--- src/rtl/datapath_seq_pkg.sv ---
// -----------------------------------------------------------------------------
// datapath_seq_pkg
//   Shared types and constants for the self-sequencing datapath:
//   - state_t    : operation sequencer states
//   - alu_op_t   : ALU operation codes
//   - shift_t    : B-operand shifter codes
//   - VSEL_*     : one-hot writeback source selects
//   - ctrl_t     : decoded control fields captured with each operation
//   - vsel_onehot: true when a writeback select names exactly one source
// -----------------------------------------------------------------------------
package datapath_seq_pkg;

  typedef enum logic [2:0] {
    ST_IDLE  = 3'd0,
    ST_LOADA = 3'd1,
    ST_LOADB = 3'd2,
    ST_EXEC  = 3'd3,
    ST_WB    = 3'd4
  } state_t;

  typedef enum logic [1:0] {
    ALU_ADD = 2'b00,
    ALU_SUB = 2'b01,
    ALU_AND = 2'b10,
    ALU_MVN = 2'b11
  } alu_op_t;

  typedef enum logic [1:0] {
    SH_NONE = 2'b00,
    SH_LSL1 = 2'b01,
    SH_LSR1 = 2'b10,
    SH_ASR1 = 2'b11
  } shift_t;

  localparam logic [3:0] VSEL_MDATA = 4'b1000;
  localparam logic [3:0] VSEL_IMM8  = 4'b0100;
  localparam logic [3:0] VSEL_PC    = 4'b0010;
  localparam logic [3:0] VSEL_C     = 4'b0001;

  // Width-independent control fields of one operation.
  typedef struct packed {
    logic       asel;
    logic       bsel;
    shift_t     shift;
    alu_op_t    aluop;
    logic [3:0] vsel;
    logic       write;
    logic       loads;
  } ctrl_t;

  function automatic logic vsel_onehot(input logic [3:0] v);
    return (v != 4'b0000) && ((v & (v - 4'b0001)) == 4'b0000);
  endfunction

endpackage

--- src/rtl/datapath_seq_regfile.sv ---
// -----------------------------------------------------------------------------
// datapath_seq_regfile
//   NREG x W general register file, cleared by asynchronous reset.
//   One synchronous write port, two combinational read ports.
// Ports:
//   clk, reset          clock / async active-high reset
//   we, waddr, wdata    write port (written on the rising edge when we=1)
//   raddr_a -> rdata_a  read port A (combinational)
//   raddr_b -> rdata_b  read port B (combinational)
// -----------------------------------------------------------------------------
module datapath_seq_regfile
  import datapath_seq_pkg::*;
#(
  parameter int W    = 16,
  parameter int NREG = 8,
  localparam int RW  = $clog2(NREG)
) (
  input  logic          clk,
  input  logic          reset,
  input  logic          we,
  input  logic [RW-1:0] waddr,
  input  logic [W-1:0]  wdata,
  input  logic [RW-1:0] raddr_a,
  output logic [W-1:0]  rdata_a,
  input  logic [RW-1:0] raddr_b,
  output logic [W-1:0]  rdata_b
);

  logic [W-1:0] rf_q [NREG];

  // Each register is its own flop bank with a decoded write enable, so the
  // whole file can be cleared by the asynchronous reset.
  generate
    for (genvar gi = 0; gi < NREG; gi++) begin : g_reg
      logic [W-1:0] q_reg;

      always_ff @(posedge clk or posedge reset) begin
        if (reset) begin
          q_reg <= '0;
        end else if (we && (waddr == RW'(gi))) begin
          q_reg <= wdata;
        end
      end

      assign rf_q[gi] = q_reg;
    end
  endgenerate

  assign rdata_a = rf_q[raddr_a];
  assign rdata_b = rf_q[raddr_b];

endmodule

--- src/rtl/datapath_seq.sv ---
// -----------------------------------------------------------------------------
// datapath_seq
//   Self-sequencing datapath: register file, A/B/C operand registers, B-side
//   shifter, ALU, Z/V/N status flags and a 4-source writeback mux behind one
//   valid/ready operation handshake. Each accepted operation is captured in an
//   op register and stepped through LOADA -> LOADB -> EXEC -> WB (or straight
//   to WB when the writeback source is not C), then `done` pulses for a cycle.
// Ports:
//   clk, reset               clock / async active-high reset
//   op_valid, op_ready       operation handshake (accept when both high)
//   rn, rm, rd               A-source, B-source, destination registers
//   asel, bsel, shift, aluop operand selects, shifter and ALU op
//   vsel                     one-hot writeback source (mdata/imm8/pc/C)
//   write, loads             register write enable / flag update enable
//   mdata, sximm8, sximm5    external data and immediates
//   pc                       program counter (zero-extended on writeback)
//   done                     one-cycle completion pulse (WB state)
//   c, zout, vout, nout      C register and status flags
// -----------------------------------------------------------------------------
module datapath_seq
  import datapath_seq_pkg::*;
#(
  parameter int W    = 16,
  parameter int NREG = 8,
  parameter int PCW  = 8,
  localparam int RW  = $clog2(NREG)
) (
  input  logic           clk,
  input  logic           reset,
  input  logic           op_valid,
  output logic           op_ready,
  input  logic [RW-1:0]  rn,
  input  logic [RW-1:0]  rm,
  input  logic [RW-1:0]  rd,
  input  logic           asel,
  input  logic           bsel,
  input  logic [1:0]     shift,
  input  logic [1:0]     aluop,
  input  logic [3:0]     vsel,
  input  logic           write,
  input  logic           loads,
  input  logic [W-1:0]   mdata,
  input  logic [W-1:0]   sximm8,
  input  logic [W-1:0]   sximm5,
  input  logic [PCW-1:0] pc,
  output logic           done,
  output logic [W-1:0]   c,
  output logic           zout,
  output logic           vout,
  output logic           nout
);

  // ---------------------------------------------------------------------------
  // Declarations
  // ---------------------------------------------------------------------------
  state_t         state_reg, state_next;

  ctrl_t          ctrl_reg;
  logic [RW-1:0]  rn_reg, rm_reg, rd_reg;
  logic [W-1:0]   mdata_reg, imm8_reg, imm5_reg;
  logic [PCW-1:0] pc_reg;

  logic [W-1:0]   a_reg, b_reg, c_reg;
  logic           z_reg, v_reg, n_reg;

  logic           accept;
  logic           ld_a, ld_b, ld_c;

  logic [W-1:0]   rdata_a, rdata_b;
  logic [W-1:0]   b_shifted;
  logic [W-1:0]   ain, bin;
  logic [W-1:0]   alu_out;
  logic           alu_v;
  logic [W-1:0]   wb_data;
  logic           rf_we;

  assign accept = op_valid && op_ready;

  // ---------------------------------------------------------------------------
  // Sequencer: state register
  // ---------------------------------------------------------------------------
  always_ff @(posedge clk or posedge reset) begin
    if (reset) begin
      state_reg <= ST_IDLE;
    end else begin
      state_reg <= state_next;
    end
  end

  // ---------------------------------------------------------------------------
  // Sequencer: next state
  // Only a C writeback needs the ALU; every other select (including a
  // malformed, non-one-hot one) takes the short path straight to WB.
  // ---------------------------------------------------------------------------
  always_comb begin
    state_next = state_reg;
    unique case (state_reg)
      ST_IDLE:  if (accept) state_next = (vsel == VSEL_C) ? ST_LOADA : ST_WB;
      ST_LOADA: state_next = ST_LOADB;
      ST_LOADB: state_next = ST_EXEC;
      ST_EXEC:  state_next = ST_WB;
      ST_WB:    state_next = ST_IDLE;
      default:  state_next = ST_IDLE;
    endcase
  end

  // ---------------------------------------------------------------------------
  // Sequencer: outputs / datapath strobes
  // ---------------------------------------------------------------------------
  always_comb begin
    op_ready = 1'b0;
    done     = 1'b0;
    ld_a     = 1'b0;
    ld_b     = 1'b0;
    ld_c     = 1'b0;
    unique case (state_reg)
      ST_IDLE:  op_ready = 1'b1;
      ST_LOADA: ld_a     = 1'b1;
      ST_LOADB: ld_b     = 1'b1;
      ST_EXEC:  ld_c     = 1'b1;
      ST_WB:    done     = 1'b1;
      default:  ;
    endcase
  end

  // ---------------------------------------------------------------------------
  // Op register: every field and operand is frozen at acceptance so upstream
  // may move on immediately.
  // ---------------------------------------------------------------------------
  always_ff @(posedge clk or posedge reset) begin
    if (reset) begin
      ctrl_reg  <= '0;
      rn_reg    <= '0;
      rm_reg    <= '0;
      rd_reg    <= '0;
      mdata_reg <= '0;
      imm8_reg  <= '0;
      imm5_reg  <= '0;
      pc_reg    <= '0;
    end else if (accept) begin
      ctrl_reg.asel  <= asel;
      ctrl_reg.bsel  <= bsel;
      ctrl_reg.shift <= shift_t'(shift);
      ctrl_reg.aluop <= alu_op_t'(aluop);
      ctrl_reg.vsel  <= vsel;
      ctrl_reg.write <= write;
      ctrl_reg.loads <= loads;
      rn_reg         <= rn;
      rm_reg         <= rm;
      rd_reg         <= rd;
      mdata_reg      <= mdata;
      imm8_reg       <= sximm8;
      imm5_reg       <= sximm5;
      pc_reg         <= pc;
    end
  end

  // ---------------------------------------------------------------------------
  // Register file
  // ---------------------------------------------------------------------------
  datapath_seq_regfile #(
    .W    (W),
    .NREG (NREG)
  ) u_regfile (
    .clk     (clk),
    .reset   (reset),
    .we      (rf_we),
    .waddr   (rd_reg),
    .wdata   (wb_data),
    .raddr_a (rn_reg),
    .rdata_a (rdata_a),
    .raddr_b (rm_reg),
    .rdata_b (rdata_b)
  );

  // ---------------------------------------------------------------------------
  // A/B operand registers
  // ---------------------------------------------------------------------------
  always_ff @(posedge clk or posedge reset) begin
    if (reset) begin
      a_reg <= '0;
      b_reg <= '0;
    end else begin
      if (ld_a) a_reg <= rdata_a;
      if (ld_b) b_reg <= rdata_b;
    end
  end

  // ---------------------------------------------------------------------------
  // Shifter (acts on B only)
  // ---------------------------------------------------------------------------
  always_comb begin
    b_shifted = b_reg;
    unique case (ctrl_reg.shift)
      SH_NONE: b_shifted = b_reg;
      SH_LSL1: b_shifted = {b_reg[W-2:0], 1'b0};
      SH_LSR1: b_shifted = {1'b0, b_reg[W-1:1]};
      SH_ASR1: b_shifted = {b_reg[W-1], b_reg[W-1:1]};
      default: b_shifted = b_reg;
    endcase
  end

  assign ain = ctrl_reg.asel ? '0 : a_reg;
  assign bin = ctrl_reg.bsel ? imm5_reg : b_shifted;

  // ---------------------------------------------------------------------------
  // ALU. Overflow: ADD overflows when both operands share a sign the result
  // lacks; SUB overflows when the operand signs differ and the result sign
  // differs from A. Logical ops never overflow.
  // ---------------------------------------------------------------------------
  always_comb begin
    alu_out = '0;
    alu_v   = 1'b0;
    unique case (ctrl_reg.aluop)
      ALU_ADD: begin
        alu_out = ain + bin;
        alu_v   = (ain[W-1] == bin[W-1]) && (alu_out[W-1] != ain[W-1]);
      end
      ALU_SUB: begin
        alu_out = ain - bin;
        alu_v   = (ain[W-1] != bin[W-1]) && (alu_out[W-1] != ain[W-1]);
      end
      ALU_AND: alu_out = ain & bin;
      ALU_MVN: alu_out = ~bin;
      default: alu_out = '0;
    endcase
  end

  // ---------------------------------------------------------------------------
  // C register and status flags: only EXEC changes them, so they hold across
  // short-path operations and idle time.
  // ---------------------------------------------------------------------------
  always_ff @(posedge clk or posedge reset) begin
    if (reset) begin
      c_reg <= '0;
      z_reg <= 1'b0;
      v_reg <= 1'b0;
      n_reg <= 1'b0;
    end else if (ld_c) begin
      c_reg <= alu_out;
      if (ctrl_reg.loads) begin
        z_reg <= (alu_out == '0);
        v_reg <= alu_v;
        n_reg <= alu_out[W-1];
      end
    end
  end

  // ---------------------------------------------------------------------------
  // Writeback mux. A non-one-hot select produces no write at all.
  // ---------------------------------------------------------------------------
  always_comb begin
    wb_data = '0;
    case (ctrl_reg.vsel)
      VSEL_MDATA: wb_data = mdata_reg;
      VSEL_IMM8:  wb_data = imm8_reg;
      VSEL_PC:    wb_data = W'(pc_reg);
      VSEL_C:     wb_data = c_reg;
      default:    wb_data = '0;
    endcase
  end

  assign rf_we = done && ctrl_reg.write && vsel_onehot(ctrl_reg.vsel);

  assign c    = c_reg;
  assign zout = z_reg;
  assign vout = v_reg;
  assign nout = n_reg;

endmodule

--- config.mk ---
export PLATFORM = sky130hd
export DESIGN_NAME = datapath_seq
export DESIGN_NICKNAME = d
export VERILOG_FILES = /design/src/rtl/datapath_seq_pkg.sv /design/src/rtl/datapath_seq_regfile.sv /design/src/rtl/datapath_seq.sv
export SDC_FILE = /design/constraint.sdc
export NUM_CORES = 1
export LEC_CHECK = 0
export ABC_AREA = 1
export CAP_MARGIN = 20
export CORE_ASPECT_RATIO = 2
export CORE_MARGIN = 3
export CORE_UTILIZATION = 40
export DETAILED_ROUTE_END_ITERATION = 10
export MAX_ROUTING_LAYER = met4
export PLACE_DENSITY = 0.59
export SYNTH_ARGS = -nofsm -noshare
export SYNTH_HDL_FRONTEND = slang
export SYNTH_HIERARCHICAL = 1
export SYNTH_SLANG_ARGS = --single-unit
export TNS_END_PERCENT = 50
--- constraint.sdc ---
create_clock -name clk -period 11.95 [get_ports clk]
set_input_delay 1.7925 -clock clk [delete_from_list [all_inputs] [get_ports clk]]
set_output_delay 1.7925 -clock clk [all_outputs]
set_load 0.005 [all_outputs]
# ---- Yosys cells after proc, flatten, opt, wreduce, memory -nomap -nowiden
# Cells that the tools add are included.
dict set report classes {
  muxes 20
  eq_ne 27
  n_bitwise 5
  order_cmp 2
  add_sub_neg 3
  n_reduce_logical 22
}
# operator count
set ops {}
lappend ops {{$pmux W16 S4} 3}
lappend ops {{$bmux W16 S3} 2}
lappend ops {{$mux W16} 6}
lappend ops {{$add A16 B16 Y16} 1}
lappend ops {{$and A16 B16 Y16} 1}
lappend ops {{$logic_not A16 Y1} 1}
lappend ops {{$not A16 Y16} 1}
lappend ops {{$sub A16 B16 Y16} 1}
lappend ops {{$eq A3 B3 Y1 const B} 5}
lappend ops {{$logic_and A1 B1 Y1} 14}
lappend ops {{$eq A3 B2 Y1 const B} 4}
lappend ops {{$pmux W3 S4} 1}
lappend ops {{$eq A2 B2 Y1 const B} 4}
lappend ops {{$eq A4 B1 Y1 const B} 2}
lappend ops {{$ge A4 B4 Y1 const B} 2}
lappend ops {{$not A3 Y4} 2}
lappend ops {{$eq A3 B1 Y1 const B} 2}
lappend ops {{$logic_not A3 Y1} 2}
lappend ops {{$mux W3} 2}
lappend ops {{$mux W1} 5}
lappend ops {{$and A4 B4 Y4} 1}
lappend ops {{$eq A2 B1 Y1 const B} 2}
lappend ops {{$eq A4 B2 Y1 const B} 1}
lappend ops {{$eq A4 B3 Y1 const B} 1}
lappend ops {{other kinds (10)} 13}
dict set report word_totals {
  elab_cells 108
  in_bits 80
  ff_bits 259
}

# ---- Logic depth before layout (Yosys ltp)
dict set report logic_depth {
  depth_word 7
  depth_mapped 23
  ltp_nobuf 21
}

# ---- Modules after synthesis
# The synthesis kept the hierarchy.
# mod area_per_inst_um2 instances cells_each
set by_module_without_submodules {}
lappend by_module_without_submodules {datapath_seq 8410.6 1 1091}
lappend by_module_without_submodules {datapath_seq_regfile 7494.7 1 1166}

# ---- Worst setup path before layout
# No wires, ideal clock.
dict set report synth_timing {
  kind {input-to-reg}
  from {input op_valid}
  to {register ctrl_reg[0] in the netlist's numbering}
  t_arrival_ns 2.574
  path_buffers 2
  required_time_ns 11.825
  path_stages 4
  path_slack_ns 9.251
  cell_sequence {nand2_1 -> buf_2 -> buf_2 -> mux2_2}
}
dict set report synth_via {
  elab_chain_cells 1
}
# element line_no
set synth_lines {}
lappend synth_lines {{start, declared} datapath_seq.sv:30} ;# input logic op_valid,
lappend synth_lines {{$logic_and A1 B1 Y1} datapath_seq.sv:77} ;# assign accept = op_valid && op_ready;
lappend synth_lines {{end, declared} datapath_seq.sv:58} ;# ctrl_t ctrl_reg;
# No other way between the ends.
# A chain may end at the register's enable or synchronous reset.

# ---- Final worst setup path
dict set report layout_timing {
  from {register ctrl_reg[10] in the netlist's numbering}
  to {register z_reg (netlist: zout)}
}
dict set report layout_via {
  elab_chain_cells 4
  elab_cells_between_ends 7
  classes_between {add/sub: 2; mux: 2; bitwise: 2; reduce/logical: 1}
}
# element line_no
set layout_lines {}
lappend layout_lines {{$mux W16 (*)} datapath_seq.sv:204} ;# assign bin = ctrl_reg.bsel ? imm5_reg : b_shifted;
lappend layout_lines {{$sub A16 B16 Y16 (tied with other cells)} datapath_seq.sv:220} ;# alu_out = ain - bin;
lappend layout_lines {{$pmux W16 S4 (*)} datapath_seq.sv:214} ;# unique case (ctrl_reg.aluop)
lappend layout_lines {{$logic_not A16 Y1 (*)} datapath_seq.sv:242} ;# z_reg <= (alu_out == '0);
lappend layout_lines {{end signal, assigned} datapath_seq.sv:242}
lappend layout_lines {{end, declared} datapath_seq.sv:64} ;# logic z_reg, v_reg, n_reg;
# Mark *: on every way between the ends. The rest lies on a longest branch, timed or not.

==> flow_metrics.py <==
metrics = {
    "worst_setup_path": {
        "cp_common_cell": "nand2_1",
        "crit_buf_inv": 2,
        "end_kind": "flop",
        "crit_chain": "inv_1 > o21ai_1 > inv_1 > ha_1 > fa_1 > nand2_1 > nand2_2 > nand3_1 > nand2_1 > nand2_1 > nand2_1 > nand2_1 > nand2_1 > nand2_1 > nand3_1 > nor2_1 > nand3_1 > o21bai_2",
        "slowest_delay_ns": 0.97,
        "critical_path.endpoint": "zout",
        "r2r_start": "ctrl_reg[10]",
        "cp_max_fo": 28,
        "cp.depth": 18,
        "critPathRequiredTime_ns": 12.43,
        "cp.arrival_ns": 4.38,
        "startpoint_type": "flop",
        "crit_start": "ctrl_reg[10]",
        "r2r_cells": 18,
        "r2r_setup_slack_ns": 8.05,
        "r2r-end": "zout",
        "cp_top_family": "simple AND/OR/NAND/NOR gates",
        "worstSetupPathType": "reg2reg",
        "cpMaxStageDelayCell": "dfrtp_1",
    },
    "grt": {
        "grtUsageTotal_pct": 25.6,
        "grt.overflow.total": 0,
        "antenna_found_initial": 0,
        "grt_max_degree": 93,
        "grt_pass1_vias": 14541,
        "grt_pass1_wl_mm": 81.8,
    },
    "power_and_ir_drop": {
        "powerDensity_mw_per_mm2": 306,
        "p_total_mw": 5.53,
        "power_leakage_nw": 9.16,
        "ir_worst_vdd_uv": 130,
    },
    "floorplanning": {
        "coreArea_mm2": 0.0391,
        "num_rows": 102,
        "ios": 101,
        "die_area_mm2": 0.0423,
        "die_w_um": 147,
        "die_h_um": 288,
        "start_util_pct": 40.7,
    },
    "sta": {
        "maxSlewViolCount": 0,
        "setup_tns_ns": 0,
        "hold_viol_final": 0,
        "period_share_pct": 32.6,
        "timing.fmax_ghz": 0.256,
        "setup_viol": 0,
        "rsz0062_at_grt": "false",
        "slew_headroom_pct": 36.6,
        "timing.final.crit_period_ns": 3.90,
        "worstMarginPinSlew_ns": 0.951,
        "fin_skew_ns": 0.0106,
    },
    "placement": {
        "place_congestion": 0.965,
        "dp_hpwl_mm": 39.7,
        "place_inst": 2788,
        "io_buffers": 100,
        "placed_area_mm2": 0.0172,
    },
    "clock_tree": {
        "clock_latency_ns": 0.55,
        "cts_max_level": 1,
        "clock_path_buffers": 3,
        "cts_tree": "yes",
        "post_cts_buffers": 0,
        "ctsRootBufferMaster": "clkbuf_16",
        "ctsHoldBuffers": 0,
        "numCtsBuffers": 26,
        "cts.repair.resized": 0,
        "clock_sinks": 259,
        "clk_pin_slew_ns": 0.07,
    },
    "route": {
        "dr.first_iter.drc_count": 1069,
        "drt_wl_total_mm": 54.0,
        "via_per_inst": 5.23,
        "postRouteAntennaNets": 0,
        "dr.pass1.iters": 5,
        "wl_per_cell_um": 19.0,
        "drc": 0,
        "num_vias": 14831,
    },
    "synth": {
        "synth_nets": 2370,
        "syn_area_mm2": 0.0159,
        "synth_ff_type": "dfrtp_1",
        "ys_ff_latch": 259,
        "ys_seq_area_share_pct": 40.7,
        "yosysWarnings": 6,
        "syn-instance-count": 2257,
        "synthDistinctLibCells": 46,
        "synth.avg_cell_area_um2": 7.05,
        "synth_edf_count": 0,
        "async_reset_ff_share_pct": 100,
    },
    "min_path": {
        "hp-class": "reg2reg",
        "worstHoldStart": "u_regfile/g_reg[1].q_reg[11]",
    },
    "flow_run": {
        "maxCapViolations": 0,
    },
    "cells_and_area": {
        "layout_commonest_cell": "nand2_1",
        "final_layout_size_suffix_gt1_share_pct": 8.47,
        "final_cell_mix": "nand2_1 (823), inv_1 (282), dfrtp_1 (257)",
        "fin_area_mm2": 0.0181,
        "n_antenna_cell": 0,
        "nFillCells": 4016,
        "multi_input_area_mm2": 0.00769,
        "seq_area_mm2": 0.00648,
        "largest_register_ffs": 128,
        "instances_no_fill": 2835,
        "area_growth_pct": 13.6,
        "nNetsFinal": 2410,
    },
    "outcome": {
        "status": "complete, no violations",
    },
}
## Yosys cell counts, types with 2 or more instances
library cell / count / share of area [%]
a221o_1: 3 / 0.19
buf_4: 6 / 0.28
clkbuf_2: 3 / 0.094
ha_1: 31 / 2.4
a21oi_2: 4 / 0.22
buf_6: 8 / 0.57
nand3_1: 229 / 7.2
nor2_2: 10 / 0.39
clkinv_1: 2 / 0.047
a32o_1: 3 / 0.19
a22oi_2: 5 / 0.39
o21a_1: 2 / 0.094
inv_2: 17 / 0.40
dfrtp_1: 259 / 41
nor3_1: 2 / 0.063
nor4_1: 2 / 0.079
a21oi_1: 82 / 2.6
o2111ai_1: 5 / 0.28
nor2_4: 4 / 0.28
o21ai_1: 18 / 0.57
nand3b_1: 2 / 0.094
buf_2: 59 / 1.9
nor2_1: 107 / 2.5
o21bai_1: 2 / 0.094
mux2_2: 62 / 4.4
clkbuf_1: 34 / 0.80
buf_1: 4 / 0.094
nand4_1: 10 / 0.39
nand2_1: 824 / 19
fa_1: 2 / 0.25
xor2_1: 2 / 0.11
inv_1: 284 / 6.7
nand3_2: 2 / 0.13
nand2_2: 11 / 0.43
o211ai_1: 4 / 0.19
o21ai_0: 141 / 4.4
nand3b_4: 3 / 0.38
## worst reg2reg max path: stages (launching register included)
cell,delay [ns]
dfrtp_1,0.97
inv_1,0.29
o21ai_1,0.26
inv_1,0.08
ha_1,0.23
fa_1,0.49
nand2_1,0.14
nand2_2,0.09
nand3_1,0.12
nand2_1,0.14
nand2_1,0.11
nand2_1,0.05
nand2_1,0.05
nand2_1,0.05
nand2_1,0.05
nand3_1,0.29
nor2_1,0.18
nand3_1,0.10
o21bai_2,0.13
## how the worst min path moves through the flow
stage | cells past startpoint | slack [ns] | end
3_5_place_dp | 2 | 0.47 | u_regfile/g_reg[0].q_reg[12]
2_1_floorplan | 2 | 0.45 | u_regfile/g_reg[0].q_reg[0]
4_1_cts | 2 | 0.49 | u_regfile/g_reg[6].q_reg[5]
3_3_place_gp | 2 | 0.47 | u_regfile/g_reg[3].q_reg[0]
6_report | 2 | 0.48 | u_regfile/g_reg[1].q_reg[11]
5_1_grt | 2 | 0.50 | vout
## logic make-up after synthesis
kind of cell | Yosys count | synth area share, %
AOI/OAI and AO/OA | 273 | 9.45
xor gates and xnor gates | 2 | 0.110
adders and majority gates | 33 | 2.69
buffers and inverters | 418 | 11.0
DFF | 259 | 40.7
muxes | 62 | 4.39
and+or+nand+nor | 1210 | 31.6
## power by group
part,internal [mW],leakage [nW],switching [mW],total [mW]
logic,1.05,5.39,2.26,3.31
registers,1.18,3.35,0.197,1.38
clock network,0.489,0.425,0.357,0.846
total,2.72,9.16,2.81,5.53
## per-stage QoR
| step | utilization, % | setup slack, ns | hold WS, ns |
|---|---|---|---|
| final | 46.3 | 8.05 | 0.484 |
| after global routing | 46.3 | 7.83 | 0.498 |
| after floorplan | - | 6.66 | 0.453 |
| after detailed placement | 44.0 | 8.05 | 0.473 |
| after global placement | 44.0 | 8.06 | 0.466 |
| after CTS | 46.2 | 8.10 | 0.489 |
## per-layer routing
layer / share of wire [%] / vias up / GRT usage (%)
met5: 0 / - / -
met4: 6.8 / 0 / 15.2
met3: 3.8 / 151 / 1.98
met2: 53 / 449 / 47.2
met1: 36 / 7097 / 26.4
li1: - / 7134 / -
## cell type report
cell class,instances,area share (%)
sequential,259,35.9
multi-input combinational,1580,42.6
clock inverter,8,0.630
tap,520,3.60
timing repair buffer,127,6.77
clock buffer,38,4.24
inverter,303,6.33
Power figures use the tool's default switching activity.
